==> config.mk <==
export PLATFORM = sky130hd
export DESIGN_NAME = row_clear
export DESIGN_NICKNAME = d
export VERILOG_FILES = /design/src/rtl/row_clear.sv
export SDC_FILE = /design/constraint.sdc
export NUM_CORES = 2
export LEC_CHECK = 0
export CAP_MARGIN = 20
export CORE_ASPECT_RATIO = 1.1
export CORE_MARGIN = 1
export CORE_UTILIZATION = 57
export DETAILED_ROUTE_END_ITERATION = 7
export PLACE_DENSITY_LB_ADDON = 0.1
export SYNTH_ARGS = -nofsm -noshare
export SYNTH_HDL_FRONTEND = slang
export SYNTH_SLANG_ARGS = --single-unit
==> constraint.sdc <==
create_clock -name clock -period 13 [get_ports clock]
set_input_delay 3.9 -clock clock [delete_from_list [all_inputs] [get_ports clock]]
set_output_delay 3.9 -clock clock [all_outputs]
set_load 0.03 [all_outputs]
==> src/rtl/row_clear.sv <==
// rtl/row_clear.sv - removes full heap rows bottom-up and tallies cleared lines
// Optional macro ROW_CLEAR_BONUS_EN selects the tiered score increment.
module row_clear #(
    parameter int ACTIVE_COLS = 7
) (
    input  logic        clock,
    input  logic        resetn,
    input  logic        start,
    input  logic [35:0] c1_in,
    input  logic [35:0] c2_in,
    input  logic [35:0] c3_in,
    input  logic [35:0] c4_in,
    input  logic [35:0] c5_in,
    input  logic [35:0] c6_in,
    input  logic [35:0] c7_in,
    input  logic [35:0] c8_in,
    output logic [35:0] c1_out,
    output logic [35:0] c2_out,
    output logic [35:0] c3_out,
    output logic [35:0] c4_out,
    output logic [35:0] c5_out,
    output logic [35:0] c6_out,
    output logic [35:0] c7_out,
    output logic [35:0] c8_out,
    output logic        busy,
    output logic        done,
    output logic [3:0]  lines_cleared,
    output logic [15:0] score
);

    localparam logic [1:0] S_IDLE  = 2'd0;
    localparam logic [1:0] S_SCAN  = 2'd1;
    localparam logic [1:0] S_SHIFT = 2'd2;

    logic [1:0]  state_q, state_d;
    logic [3:0]  row_q, row_d;
    logic [3:0]  count_q, count_d;
    logic        busy_q, busy_d;
    logic        done_q, done_d;
    logic [3:0]  lines_q, lines_d;
    logic [15:0] score_q, score_d;
    logic [35:0] work_q [8];
    logic [35:0] work_d [8];
    logic [35:0] out_q  [8];
    logic [35:0] out_d  [8];
    logic [35:0] in_cols [8];
    logic        row_full;
    logic [16:0] score_sum;

    // Row k sits at bits [35-3k -: 3]; row 0 is the top of the screen.
    function automatic logic [2:0] cell_at(input logic [35:0] col, input logic [3:0] r);
        int idx;
        idx = 35 - 3 * int'(r);
        return col[idx -: 3];
    endfunction

    // Cells 0..r-1 drop by one, the top cell empties, cells below r stay put.
    function automatic logic [35:0] shift_col(input logic [35:0] col, input logic [3:0] r);
        logic [35:0] res;
        res = col;
        for (int j = 0; j < 12; j++) begin
            if (j == 0)
                res[35 -: 3] = 3'b000;
            else if (j <= int'(r))
                res[35 - 3 * j -: 3] = col[35 - 3 * (j - 1) -: 3];
        end
        return res;
    endfunction

    function automatic logic [15:0] score_inc(input logic [3:0] n);
`ifdef ROW_CLEAR_BONUS_EN
        case (n)
            4'd0:    return 16'd0;
            4'd1:    return 16'd1;
            4'd2:    return 16'd3;
            4'd3:    return 16'd5;
            default: return 16'd8;
        endcase
`else
        return {12'd0, n};
`endif
    endfunction

    always_comb begin
        in_cols[0] = c1_in;
        in_cols[1] = c2_in;
        in_cols[2] = c3_in;
        in_cols[3] = c4_in;
        in_cols[4] = c5_in;
        in_cols[5] = c6_in;
        in_cols[6] = c7_in;
        in_cols[7] = c8_in;
    end

    always_comb begin
        row_full = 1'b1;
        for (int c = 0; c < 8; c++) begin
            if (c < ACTIVE_COLS && cell_at(work_q[c], row_q) == 3'b000)
                row_full = 1'b0;
        end
    end

    assign score_sum = {1'b0, score_q} + {1'b0, score_inc(count_q)};

    always_comb begin
        state_d = state_q;
        row_d   = row_q;
        count_d = count_q;
        busy_d  = busy_q;
        done_d  = 1'b0;
        lines_d = lines_q;
        score_d = score_q;
        for (int c = 0; c < 8; c++) begin
            work_d[c] = work_q[c];
            out_d[c]  = out_q[c];
        end

        case (state_q)
            S_IDLE: begin
                if (start) begin
                    for (int c = 0; c < 8; c++)
                        work_d[c] = in_cols[c];
                    row_d   = 4'd11;
                    count_d = 4'd0;
                    busy_d  = 1'b1;
                    state_d = S_SCAN;
                end
            end
            S_SCAN: begin
                if (row_full) begin
                    state_d = S_SHIFT;
                end else if (row_q != 4'd0) begin
                    row_d = row_q - 4'd1;
                end else begin
                    for (int c = 0; c < 8; c++)
                        out_d[c] = work_q[c];
                    lines_d = count_q;
                    score_d = score_sum[16] ? 16'hFFFF : score_sum[15:0];
                    done_d  = 1'b1;
                    busy_d  = 1'b0;
                    state_d = S_IDLE;
                end
            end
            S_SHIFT: begin
                for (int c = 0; c < 8; c++) begin
                    if (c < ACTIVE_COLS)
                        work_d[c] = shift_col(work_q[c], row_q);
                end
                count_d = (count_q == 4'd15) ? 4'd15 : count_q + 4'd1;
                // r stays put so whatever fell into it gets re-tested.
                state_d = S_SCAN;
            end
            default: state_d = S_IDLE;
        endcase
    end

    always_ff @(posedge clock) begin
        if (!resetn) begin
            state_q <= S_IDLE;
            row_q   <= 4'd11;
            count_q <= 4'd0;
            busy_q  <= 1'b0;
            done_q  <= 1'b0;
            lines_q <= 4'd0;
            score_q <= 16'd0;
            for (int c = 0; c < 8; c++) begin
                work_q[c] <= 36'd0;
                out_q[c]  <= 36'd0;
            end
        end else begin
            state_q <= state_d;
            row_q   <= row_d;
            count_q <= count_d;
            busy_q  <= busy_d;
            done_q  <= done_d;
            lines_q <= lines_d;
            score_q <= score_d;
            for (int c = 0; c < 8; c++) begin
                work_q[c] <= work_d[c];
                out_q[c]  <= out_d[c];
            end
        end
    end

    assign c1_out        = out_q[0];
    assign c2_out        = out_q[1];
    assign c3_out        = out_q[2];
    assign c4_out        = out_q[3];
    assign c5_out        = out_q[4];
    assign c6_out        = out_q[5];
    assign c7_out        = out_q[6];
    assign c8_out        = out_q[7];
    assign busy          = busy_q;
    assign done          = done_q;
    assign lines_cleared = lines_q;
    assign score         = score_q;

endmodule
## Word-level counts from Yosys, hierarchy flattened

Memories as Yosys holds them, arrays and structs flattened.
Index checks and enable logic that the tools add are counted.

- Flip-flop bits (word level): 32
- Memory bits (writable): 576
- Bits of input ports: 291
- Output and inout port bits: 310
- Word-level logic and storage cells: 202
- Memories kept: 2

Memory list:

| memory | depth | bits a word | rd ports | clocked after memory_dff | write ports | line | source |
|---|---|---|---|---|---|---|---|
| out_q | 8 | 36 | 8 | 0 | 8 | 44 | `logic [35:0] out_q [8];` |
| work_q | 8 | 36 | 8 | 0 | 8 | 42 | `logic [35:0] work_q [8];` |

- Add/sub/neg operators: 4
- $mul: 1
- Order comparisons: 11
- Equality and inequality tests: 8
- Shift-type cells: 7
- Mux-type cells: 125
- Bitwise logic cells: 20
- Reductions and logical operators: 17

Operators with widths:

| kind | number |
|---|---|
| 288-bit two-way mux | 4 |
| 36-bit two-way mux | 17 |
| 252-bit one-hot mux with 2 select lines | 1 |
| 38-bit by 32-bit variable part select with 3-bit output | 7 |
| 3-bit two-way mux | 77 |
| 3-bit zero test | 7 |
| 4-bit two-way mux | 5 |
| 16-bit by 4-bit adder with 17-bit output | 1 |
| 3-bit by 4-bit <= comparator with 1-bit output, first input constant | 4 |
| 4-bit <= comparator, first input constant | 4 |
| 16-bit two-way mux | 1 |
| 1-bit bitwise OR | 16 |
| 4-bit one-hot mux with 2 select lines | 2 |
| 1-bit two-way mux | 13 |
| 2-bit by 4-bit <= comparator with 1-bit output, first input constant | 2 |
| 2-bit inequality test, second input constant | 4 |
| 4-bit AND reduction | 2 |
| 6-bit by 6-bit subtractor with 7-bit output, first input constant | 1 |
| 2-bit by 4-bit multiplier with 6-bit output, first input constant | 1 |
| 2-bit two-way mux | 3 |
| 2-bit one-hot mux with 3 select lines | 1 |
| 4-bit by 1-bit adder with 4-bit output, second input constant | 1 |
| 4-bit equality test, second input constant | 1 |
| 1-bit by 4-bit <= comparator with 1-bit output, first input constant | 1 |
| other kinds (12) | 17 |

## Logic depth before layout (Yosys ltp)

- Depth after elaboration: 14
- Depth in mapped cells: 24
- Depth with buffers taken out: 15

## Least setup slack after synthesis

OpenSTA, ideal clock, no wires.

- Kind: in2reg
- From: input start
- To: memory work_q[2][30] (netlist: work_q[0][102])
- Data arrival time: 5760 ps
- Required time: 12909 ps
- Path slack: 7149 ps
- Cell stages on the path: 10
- Path through: clkbuf_1 > nor2_1 > or2_2 > clkbuf_1 > a21oi_1 > a31o_2 > clkbuf_1 > clkbuf_1 > nor2_1 > a311oi_1

RTL lines:

| item | line | source |
|---|---|---|
| from (decl) | 8 | `input logic start,` |
| to (decl) | 42 |  |

==> flow_summary.ini <==
[run_status]
status = finished clean

[yosys]
synth_cell_types = 100
synth_top_family_by_area = simple AND/OR/NAND/NOR gates
synth.avg_cell_area_um2 = 8.792
async_reset_ff_share_pct = 0
synth_top_cell_by_area = dfxtp_1
syn-cell-area_um2 = 30640
synth_fa_ha_area_share_pct = 0.8821
yosys.area.top_type_share_pct = 39.73
synth-edff-count = 0
synth_area_leaders = dfxtp_1, mux2i_1, nor2_1, a311oi_1, nand2_1
yosys.area_share.simple_pct = 19.29
synth_warnings = 0
syn_nets = 3797
synth_mux_area_share_pct = 16.34
synth_compound_gate_area_share_pct = 16.79
ys.flop_type = dfxtp_1
ys_seq_area_share_pct = 39.73
synth_seq_cells = 608
synth_xor_xnor_area_share_pct = 0.1674
syn_inst = 3485

[power_and_ir_drop]
power_frac_seq_pct = 46.0
vdd_drop_max_uv = 134.6
pwr-share-comb_pct = 15.7
switching_share_pct = 28.82
p_per_area_nw_per_um2 = 120.7
power_mw = 4.591
pwr-share-clk_pct = 38.3
p_leak_nw = 15.63
p_sw_mw = 1.323
p_int_mw = 3.268

[clock_network]
clockRootBuffer = clkbuf_16
cts_tree = yes
cts_made_buffers = 59
clock_path_buffers = 3
clkSlewWorstSetupHoldPaths_ns = 0.06
cts_resized = 0
cts_sinks = 608
post_cts_buffers = 0
ctsHoldBuffers = 0
insertion_delay_ns = 0.64
cts_htree_levels = 2

[global_route]
antenna_found_initial = 7
grt-ovfl-total = 0
grt_pass1_wl_mm = 174.5
grt_usage_pct = 41.04
grt_pass1_vias = 28820
grt_max_degree = 267

[drt]
vias = 30450
routed-wl-met2_mm = 53.63
drt_iter0_drc = 3266
drt_first_pass_iters = 6
antenna_left = 0
route.detailed.drc = 0
route.top_layer_used = met5
wl_met1_mm = 45.33
wl_met3_mm = 12.38
wl_per_cell_um = 25.66
detail_route.vias_per_cell = 6.653
wirelength_mm = 117.4

[cells_and_area]
layout_common_cells = nor2_1, dfxtp_1, clkdlybuf4s50_1
final_cells = 4577
fin_nets = 4166
mostFrequentLayoutCell = nor2_1
layout-drive-gt1-share_pct = 6.313
synthToLayoutAreaGrowth_pct = 24.11

[timing]
maxSlewHeadroom_pct = 10.33
period_needed_ns = 8.520
finalHoldViolations = 0
setup_viol_count_final = 0
min_period_over_period_pct = 65.54
hold_ws_ns = 0.4572
worstMarginPinSlew_ns = 1.345
clock_skew_ns = 0.02415
rsz0062_at_grt = no
fin_setup_tns_ns = 0
max_freq_ghz = 0.1174
report.final.slew_viol_count = 0

[placed_design]
dpl.hpwl_mm = 80.57
gp_congestion = 0.9749
dp_cells = 4466
portBuffers = 600

[worst_setup_path]
reg2reg_setup_slack_ns = 4.48
worstSetupPathType = flip-flop to flip-flop
cp.arrival_ns = 8.99
worstReg2RegStart = row_q[0]
cp-start-kind = flip-flop
worstReg2RegEnd = out_q[1][19]
crit_required_ns = 13.47
reg2reg_depth = 18
critPathCaptureType = flip-flop
cp_max_fo = 79

[run]
cap_violations = 0

[min_path]
hold_depth = 2
hp-class = flip-flop to flip-flop
hp-start = work_q[1][119]
hold_path_end = work_q[1][119]

[floorplanning]
coreArea_um2 = 52740
fp-row-count = 88
num_io_pins = 601
die_h_um = 245.2
fp.dieW_um = 223.1
die-area_um2 = 54690
initial_utilization_pct = 58.09
critical path, cell delays in order (launching register included):
cell and delay [ns]:
dfxtp_4 0.97, clkinv_1 0.36, ha_1 0.40, xor2_2 0.24, inv_2 0.13, ha_4 0.76
buf_4 0.80, nand2b_1 0.67, o32ai_1 0.20, a211o_1 0.30, a21oi_1 0.13, a21oi_1 0.06
o41ai_2 0.43, o221ai_2 0.22, o31ai_4 0.23, buf_4 0.87, buf_4 0.94, mux2i_1 0.31
nor2_1 0.06
sequential cells by signal, summed over array words and instances (netlist names):
| register | flops |
|---|---|
| score | 16 |
| state_q | 2 |
| busy | 1 |
| lines_cleared | 4 |
| row_q | 4 |
| done | 1 |
| out_q | 288 |
| work_q | 288 |
| count_q | 4 |
cell type report:
class	count	area, um2
fillers	3882	14710
repair buffers	637	6395
clock inverters	21	236.5
diodes	5	12.51
flip-flops and latches	608	12180
clock buffers	83	1739
inverters	22	90.09
well taps	675	844.6
multi-input cells	2526	16530
how the worst max path moves through the flow:
| stage | start | to | slack [ns] | cells past startpoint |
|---|---|---|---|---|
| final | row_q[0] | out_q[1][19] | 4.48 | 18 |
| after global routing | row_q[0] | out_q[0][98] | 4.17 | 18 |
| after CTS | row_q[0] | out_q[1][19] | 4.66 | 18 |
| after detailed placement | row_q[0] | out_q[0][98] | 4.74 | 18 |
| after global placement | row_q[0] | out_q[1][22] | 5.03 | 18 |
| after floorplan | start | work_q[0][102] | 7.15 | 10 |
through the flow:
step                      instance area (um2)  setup WS (ns)  utilization [%]
after floorplan                         30640          7.149                -
after global placement                  35960          5.026            68.17
after detailed placement                35980          4.739            68.23
after CTS                               37960          4.655            71.97
after global routing                    38030          4.173            72.10
final                                   38030          4.480            72.10
synthesized netlist by cell type (6+ instances only):
cell type    n
a32oi_1      6
buf_6       15
a21oi_1    114
and2_1       7
a31oi_1      8
o21ai_0     58
a311o_1      6
mux4_2      40
dfxtp_1    608
ha_1        20
a21o_1       6
buf_12      31
mux2_2      17
nor2b_1     21
o22ai_1     20
a221oi_1    17
nor3_1      45
nor2_1     616
buf_2       35
nand3_1    259
o32ai_1      6
a311oi_1   238
clkbuf_1   221
nor4_1      13
nand2b_1    14
a2111oi_0    8
a22oi_1     28
mux2i_1    390
and3_1       6
nand2_1    368
a221o_1     10
o211ai_1     9
o31ai_1      9
buf_4       25
inv_1       19
o21bai_1     7
a211oi_1    37
power by group through the flow:
stage          clock network (mW)  registers, mW  logic [mW]
2_1_floorplan                   0           2.05       0.485
3_3_place_gp                    0           2.14       0.683
3_5_place_dp                    0           2.14       0.695
4_1_cts                      1.77           2.10       0.701
5_1_grt                      1.84           2.11       0.766
6_report                     1.76           2.11       0.719
per-layer routing:
layer  GRT usage [%]  vias up
met1           53.13    14680
met4           21.10        2
met2           65.02     1993
met5               0        -
met3           8.032      370
li1                -    13410
cells by family after synthesis:
group                    Yosys count
adder cells (fa/ha/maj)           21
AO/OA/AOI/OAI                    667
flip-flops                       608
XOR/XNOR                           5
multiplexers                     448
buffers and inverters            351
AND/OR/NAND/NOR                 1385
(Power assumes the default switching activity.)
